--- config.mk ---
export PLATFORM = sky130hd
export DESIGN_NAME = cursor_overlay
export DESIGN_NICKNAME = d
export VERILOG_FILES = /design/src/rtl/cursor_overlay.sv
export SDC_FILE = /design/constraint.sdc
export NUM_CORES = 1
export LEC_CHECK = 0
export ABC_AREA = 1
export ABC_CLOCK_PERIOD_IN_PS = 6900
export CELL_PAD_IN_SITES_DETAIL_PLACEMENT = 1
export CELL_PAD_IN_SITES_GLOBAL_PLACEMENT = 2
export CORE_MARGIN = 2
export CORE_UTILIZATION = 33
export CTS_BUF_LIST = sky130_fd_sc_hd__clkbuf_16
export DETAILED_ROUTE_END_ITERATION = 10
export HOLD_SLACK_MARGIN = 0.03
export PLACE_DENSITY_LB_ADDON = 0.1
export RECOVER_POWER = 25
export SYNTH_ARGS = -nofsm -noshare
export SYNTH_HDL_FRONTEND = slang
export SYNTH_SLANG_ARGS = --single-unit
export TNS_END_PERCENT = 10
--- constraint.sdc ---
create_clock -name vo_clk -period 6.9 [get_ports vo_clk]
set_clock_uncertainty 0.2 [all_clocks]
set_input_delay 1.38 -clock vo_clk [delete_from_list [all_inputs] [get_ports vo_clk]]
set_output_delay 1.38 -clock vo_clk [all_outputs]
set_load 0.005 [all_outputs]
--- src/rtl/cursor_overlay.sv ---
// cursor_overlay: one-cycle video stream stage that inverts pixels inside a
// CURSOR_W x CURSOR_H box. Cursor enable/position are latched at in_vsync so
// port changes take effect on the next frame only.
// Optional build macro CURSOR_BLINK_EN adds a per-frame blink with a period of
// BLINK_FRAMES frames per phase.
module cursor_overlay #(
   parameter int unsigned CURSOR_W     = 8,
   parameter int unsigned CURSOR_H     = 16,
   parameter int unsigned BLINK_FRAMES = 30
) (
   input  logic        vo_clk,
   input  logic        vo_reset,
   input  logic        cursor_en,
   input  logic [11:0] cursor_x,
   input  logic [11:0] cursor_y,
   input  logic        in_vsync,
   input  logic        in_req,
   input  logic        in_eol,
   input  logic        in_eof,
   input  logic [23:0] in_pixel,
   output logic        out_vsync,
   output logic        out_req,
   output logic        out_eol,
   output logic        out_eof,
   output logic [23:0] out_pixel
);

   logic [11:0] x_q, x_d;
   logic [11:0] y_q, y_d;
   logic        en_q;
   logic [11:0] cx_q;
   logic [11:0] cy_q;

   // Values seen by the hit test this cycle; vsync wins over a coincident
   // pixel, which is then treated as (0,0) of the freshly latched cursor.
   logic        en_eff;
   logic [11:0] cx_eff;
   logic [11:0] cy_eff;
   logic [11:0] x_eff;
   logic [11:0] y_eff;
   logic        vis_eff;
   logic [12:0] x_end;
   logic [12:0] y_end;
   logic        hit;
   logic [23:0] pixel_d;

`ifdef CURSOR_BLINK_EN
   logic [7:0] frame_q;
   logic       phase_vis_q;
   // Blink phase latched per frame alongside the cursor shadow registers.
   logic       vis_q;

   // Frame counter and blink phase advance on every vsync.
   always_ff @(posedge vo_clk or posedge vo_reset) begin
      if (vo_reset) begin
         frame_q     <= 8'd0;
         phase_vis_q <= 1'b1;
         vis_q       <= 1'b1;
      end else if (in_vsync) begin
         vis_q <= phase_vis_q;
         if (frame_q == 8'(BLINK_FRAMES - 1)) begin
            frame_q     <= 8'd0;
            phase_vis_q <= ~phase_vis_q;
         end else begin
            frame_q <= frame_q + 8'd1;
         end
      end
   end

   assign vis_eff = in_vsync ? phase_vis_q : vis_q;
`else
   // Steady cursor: the blink parameter has no effect in this build.
   logic unused_blink;
   assign unused_blink = ^BLINK_FRAMES;
   assign vis_eff      = 1'b1;
`endif

   // Column/line counter next-state with saturation at 4095.
   always_comb begin
      x_d = x_q;
      y_d = y_q;
      if (in_vsync) begin
         x_d = 12'd0;
         y_d = 12'd0;
      end else if (in_req) begin
         if (in_eof) begin
            x_d = 12'd0;
            y_d = 12'd0;
         end else if (in_eol) begin
            x_d = 12'd0;
            y_d = (y_q == 12'hFFF) ? y_q : y_q + 12'd1;
         end else begin
            x_d = (x_q == 12'hFFF) ? x_q : x_q + 12'd1;
         end
      end
   end

   // Hit test on the pre-update position; 13-bit bounds avoid wrap near 4095.
   always_comb begin
      en_eff  = in_vsync ? cursor_en : en_q;
      cx_eff  = in_vsync ? cursor_x  : cx_q;
      cy_eff  = in_vsync ? cursor_y  : cy_q;
      x_eff   = in_vsync ? 12'd0     : x_q;
      y_eff   = in_vsync ? 12'd0     : y_q;
      x_end   = {1'b0, cx_eff} + 13'(CURSOR_W);
      y_end   = {1'b0, cy_eff} + 13'(CURSOR_H);
      hit     = in_req & en_eff & vis_eff
              & (x_eff >= cx_eff) & ({1'b0, x_eff} < x_end)
              & (y_eff >= cy_eff) & ({1'b0, y_eff} < y_end);
      pixel_d = hit ? ~in_pixel : in_pixel;
   end

   // Counters, cursor shadow registers and the registered output stage.
   always_ff @(posedge vo_clk or posedge vo_reset) begin
      if (vo_reset) begin
         x_q       <= 12'd0;
         y_q       <= 12'd0;
         en_q      <= 1'b0;
         cx_q      <= 12'd0;
         cy_q      <= 12'd0;
         out_vsync <= 1'b0;
         out_req   <= 1'b0;
         out_eol   <= 1'b0;
         out_eof   <= 1'b0;
         out_pixel <= 24'd0;
      end else begin
         x_q <= x_d;
         y_q <= y_d;
         if (in_vsync) begin
            en_q <= cursor_en;
            cx_q <= cursor_x;
            cy_q <= cursor_y;
         end
         out_vsync <= in_vsync;
         out_req   <= in_req;
         out_eol   <= in_eol;
         out_eof   <= in_eof;
         out_pixel <= pixel_d;
      end
   end

endmodule

Yosys cells after proc, flatten, opt, wreduce, memory -nomap -nowiden
Cells that the tools add are included.
Storage, ports and cells
  input bits: 55
  bits in registers: 77
  word-level logic and storage cells: 48
Operators by class
  reduce and logical (&&, ||, !) cells: 4
  equality and inequality tests: 4
  bitwise gates (word level): 6
  magnitude comparators: 4
  $add $sub $neg: 4
  mux-type cells: 16
Operators with widths (count)
  12-bit two-way mux: 14
  12-bit by 13-bit < comparator with 1-bit output: 2
  12-bit by 1-bit adder with 12-bit output, second input constant: 2
  12-bit equality test, second input constant: 2
  12-bit greater-or-equal comparator: 2
  24-bit two-way mux: 1
  24-bit NOT: 1
  12-bit by 4-bit adder with 13-bit output, second input constant: 1
  12-bit by 5-bit adder with 13-bit output, second input constant: 1
  1-bit bitwise AND: 5
  4-bit != test, second input constant: 1
  3-bit != test, second input constant: 1
  3-bit AND reduction: 1
  3-bit nonzero test: 1
  2-bit AND reduction: 1
  2-bit nonzero test: 1
  1-bit two-way mux: 1

Longest topological paths before layout
  word-level depth: 7
  gate-level depth with buffers: 22

Worst setup path before layout
No wires, ideal clock.
  kind: input to register
  start: input port in_vsync
  end: register out_pixel[10]
  stages on the path: 21
  arrival time: 3.849 ns
  slack: 2.734 ns
  path through: inv_2 -> buf_6 -> buf_2 -> or2_2 -> o21ai_1 -> inv_1 -> ha_1 -> nand2_2 -> nor2_4 -> xor2_1 -> ha_1 -> a21oi_1 -> o21a_1 -> nand2_1 -> nand2_1 -> nand2_1 -> nand2_1 -> nand3_4 -> buf_6 -> nand2_1 -> nand2_1
On the way
  elaborated cells between the ends (all ways): 17
  those cells by class: 2 x add/sub; 4 x order compare; 6 x mux; 5 x bitwise
RTL lines
  from (decl): line 16  | input logic in_vsync,
  12-bit two-way mux (*)
  net cy_eff[5]: line 38  | logic [11:0] cy_eff;
  12-bit by 5-bit adder with 13-bit output / 12-bit greater-or-equal comparator (equally long branches): line 106, 109
  12-bit by 13-bit < comparator with 1-bit output / 1-bit bitwise AND (equally long branches): line 109  | & (y_eff >= cy_eff) & ({1'b0, y_eff} < y_end);
  1-bit bitwise AND (*): line 109
  24-bit two-way mux (*): line 110  | pixel_d = hit ? ~in_pixel : in_pixel;
  net pixel_d[10]: line 45  | logic [23:0] pixel_d;
  to (signal assigned): line 138  | out_pixel <= pixel_d;
  to (decl): line 25  | output logic [23:0] out_pixel
The timed path passes the listed nets; every way through them passes the cells marked *.
A chain may end at the register's enable or synchronous reset.

Final worst setup path
  start: input port in_vsync
  end: register out_pixel[11]
The elaborated chain is that of the path after synthesis.

==> results.json <==
{
  "status": "finished, final reports clean",
  "rows": 45,
  "nNetsFinal": 864,
  "yosys_warnings": 0,
  "hold_path.class": "flop to flop",
  "final_cell_area_sq_um": 6340,
  "dieArea_sq_um": 16500,
  "yosys.area_share.simple_pct": 31.0,
  "cts_tree": "yes",
  "rr_worst_depth": 16,
  "crit_path_end_kind": "flop",
  "synth_xor_area_share_pct": 3.26,
  "holdPathStages": 2,
  "final_hold_viol_count": 0,
  "synth_top_family_by_area": "simple AND/OR/NAND/NOR gates",
  "fin_crit_ns": 5.27,
  "ys.flop_type": "dfrtp_1",
  "worst_pin_slew_ns": 1.01,
  "max_slew_margin_pct": 32.5,
  "cts-root-buf": "clkbuf_16",
  "ant_nets": 0,
  "ys_seq_elements": 77,
  "synthMuxAreaShare_pct": 0,
  "drive_gt1_share_pct": 5.33,
  "diodes": 0,
  "timing.rr.start": "cy_q[5]$_DFF_PP0_",
  "synth_cells": 686,
  "portBuffers": 82,
  "avgRoutedWirePerCell_um": 14.8,
  "die_width_um": 128,
  "setup_tns_ns": 0,
  "postCtsSetupRepairBufs": 0,
  "finalMaxSlewViolations": 0,
  "drt_iter0_markers": 145,
  "num_vias": 4546,
  "hp-start": "en_q$_DFF_PP0_",
  "grt_pass1_wl_um": 23800,
  "numCtsBuffers": 9,
  "placed_cell_area_sq_um": 6070,
  "synthDistinctLibCells": 32,
  "clk_latency_ns": 0.35,
  "irDropWorstVdd_uv": 109,
  "grt-ovfl-total": 0,
  "viasPerCell": 4.75,
  "cts_resized": 0,
  "ff2ff_setup_slack_ns": 3.18,
  "die_h_um": 128,
  "total_leakage_power_nw": 3.19,
  "cp.required_ns": 6.99,
  "ys_top_cells_by_count": "nand2_1 (188), inv_1 (111), dfrtp_1 (77), nor2_1 (59), ha_1 (45)",
  "wl_um": 14200,
  "async_reset_ff_share_pct": 100,
  "start_util_pct": 33.7,
  "timing.rr.end": "out_pixel[11]$_DFF_PP0_",
  "cap_violations": 0,
  "critPathMaxFanout": 35,
  "synth_edf_count": 0,
  "min_to": "en_q$_DFF_PP0_",
  "drc": 0,
  "netlist.area_leader.share_pct": 37.7,
  "syn_area_per_cell_sq_um": 7.44,
  "period_share_pct": 76.4,
  "hold_slack_ns": 0.275,
  "grt_usage_pct": 18.4,
  "yosysTopAreaCell": "dfrtp_1",
  "grt_pass1_vias": 4830,
  "setup_viol": 0,
  "crit_type": "input port to flop",
  "synth.yosys.seq_area_share_pct": 37.7,
  "area_delta_synth_final_pct": 24.1,
  "grt_max_degree": 78,
  "syn_area_sq_um": 5110,
  "fmax_ghz": 0.190,
  "grt_antenna_before_repair": 0,
  "syn_nets": 786,
  "synth_compound_area_share_pct": 6.32,
  "gp_congestion": 0.819,
  "cp-start-kind": "input port",
  "netlist_top_cells_area": "dfrtp_1 (38%), nand2_1 (14%), ha_1 (11%), inv_1 (8.2%), nor2_1 (4.3%)",
  "hold_buffers": 0,
  "yosysMostFrequentCell": "nand2_1",
  "firstDrtPassIters": 4,
  "rsz0062_at_grt": "false",
  "core_area_sq_um": 15100,
  "h-tree-depth": 3,
  "clk_pin_slew_ns": 0.07,
  "p_per_area_nw_per_um2": 183,
  "cts.path.max_buffers": 2,
  "io_pins": 83,
  "crit_arrival_ns": 5.36,
  "synthAdderAreaFrac_pct": 11.0,
  "clock-sinks": 77,
  "hpwl_um": 10400
}
per-stage QoR:
stage | total power [mW] | util [%] | cells | setup WS [ns]
floorplan | 0.593 | - | 686 | 2.73
CTS | 1.18 | 42.0 | 957 | 1.92
global route | 1.22 | 41.9 | 957 | 1.22
finish | 1.16 | 41.9 | 957 | 1.63
detailed placement | 0.677 | 40.1 | 941 | 1.57
global placement | 0.671 | 40.1 | 941 | 1.76
power breakdown:
part,switching (mW),internal [mW]
combinational,0.103,0.0782
clock,0.211,0.282
sequential,0.00856,0.474
cell type report:
| cell class | count | area [sq um] |
|---|---|---|
| clock buffers | 9 | 225 |
| clock inverters | 7 | 73.8 |
| fillers | 1887 | 8810 |
| inverters | 113 | 425 |
| multi-input cells | 477 | 2610 |
| flip-flops and latches | 77 | 1930 |
| well taps | 188 | 235 |
| repair buffers | 86 | 845 |
cell families after synthesis:
| family | count (synthesis) |
|---|---|
| flops | 77 |
| compound gates | 59 |
| simple gates | 354 |
| xor+xnor | 19 |
| fa+ha+maj | 45 |
| buf+inv | 132 |
layer usage:
metal  wire, um  part of all wire [%]  GRT usage [%]
met5          0                     0              0
met4        182                   1.3           5.43
met3        614                   4.3           4.03
met2       6040                    43           29.0
met1       7340                    52           25.5
registers in the layout, summed over array words and instances (netlist names):
name / cells
out_pixel: 24
cx_q: 12
cy_q: 12
x_q: 12
y_q: 12
en_q: 1
out_eof: 1
out_eol: 1
out_req: 1
out_vsync: 1
how the worst max path moves through the flow:
stage / from / end / slack, ns / depth (start not counted)
after floorplan: in_vsync / out_pixel[10]$_DFF_PP0_ / 2.73 / 21
after global placement: cursor_y[5] / out_pixel[17]$_DFF_PP0_ / 1.76 / 18
after detailed placement: in_vsync / out_pixel[11]$_DFF_PP0_ / 1.57 / 15
after CTS: in_vsync / out_pixel[16]$_DFF_PP0_ / 1.92 / 15
after global routing: in_vsync / out_pixel[22]$_DFF_PP0_ / 1.22 / 15
final: in_vsync / out_pixel[11]$_DFF_PP0_ / 1.63 / 15
cells in the final DEF, fill, tap and decap left out, drive strengths merged:
master	count
clkbuf	10
inv	113
clkinvlp	2
nand2	202
nor4	1
and2	1
xnor2	2
nand4	28
a21oi	24
o21bai	1
o21ai	27
nor3	14
a21o	1
nor2	63
dlygate4sd3	5
nand3	37
dfrtp	77
ha	45
clkinv	4
nor3b	1
or2	7
clkdlybuf4s50	76
bufinv	1
o21a	3
a21boi	3
xor2	17
buf	4
critical path, cell delays in order:
cell      delay, ns
clkbuf_1       0.50
buf_4          0.48
nand2_1        0.10
nand2_1        0.18
inv_1          0.08
nor2_1         0.15
nand4_1        0.17
nor3_1         0.27
xor2_1         0.12
ha_1           0.28
a21boi_0       0.24
nand2_1        0.63
nand3_4        0.55
nand2_1        0.11
nand2_1        0.08
No activity file was read; power rests on OpenSTA's default activity.
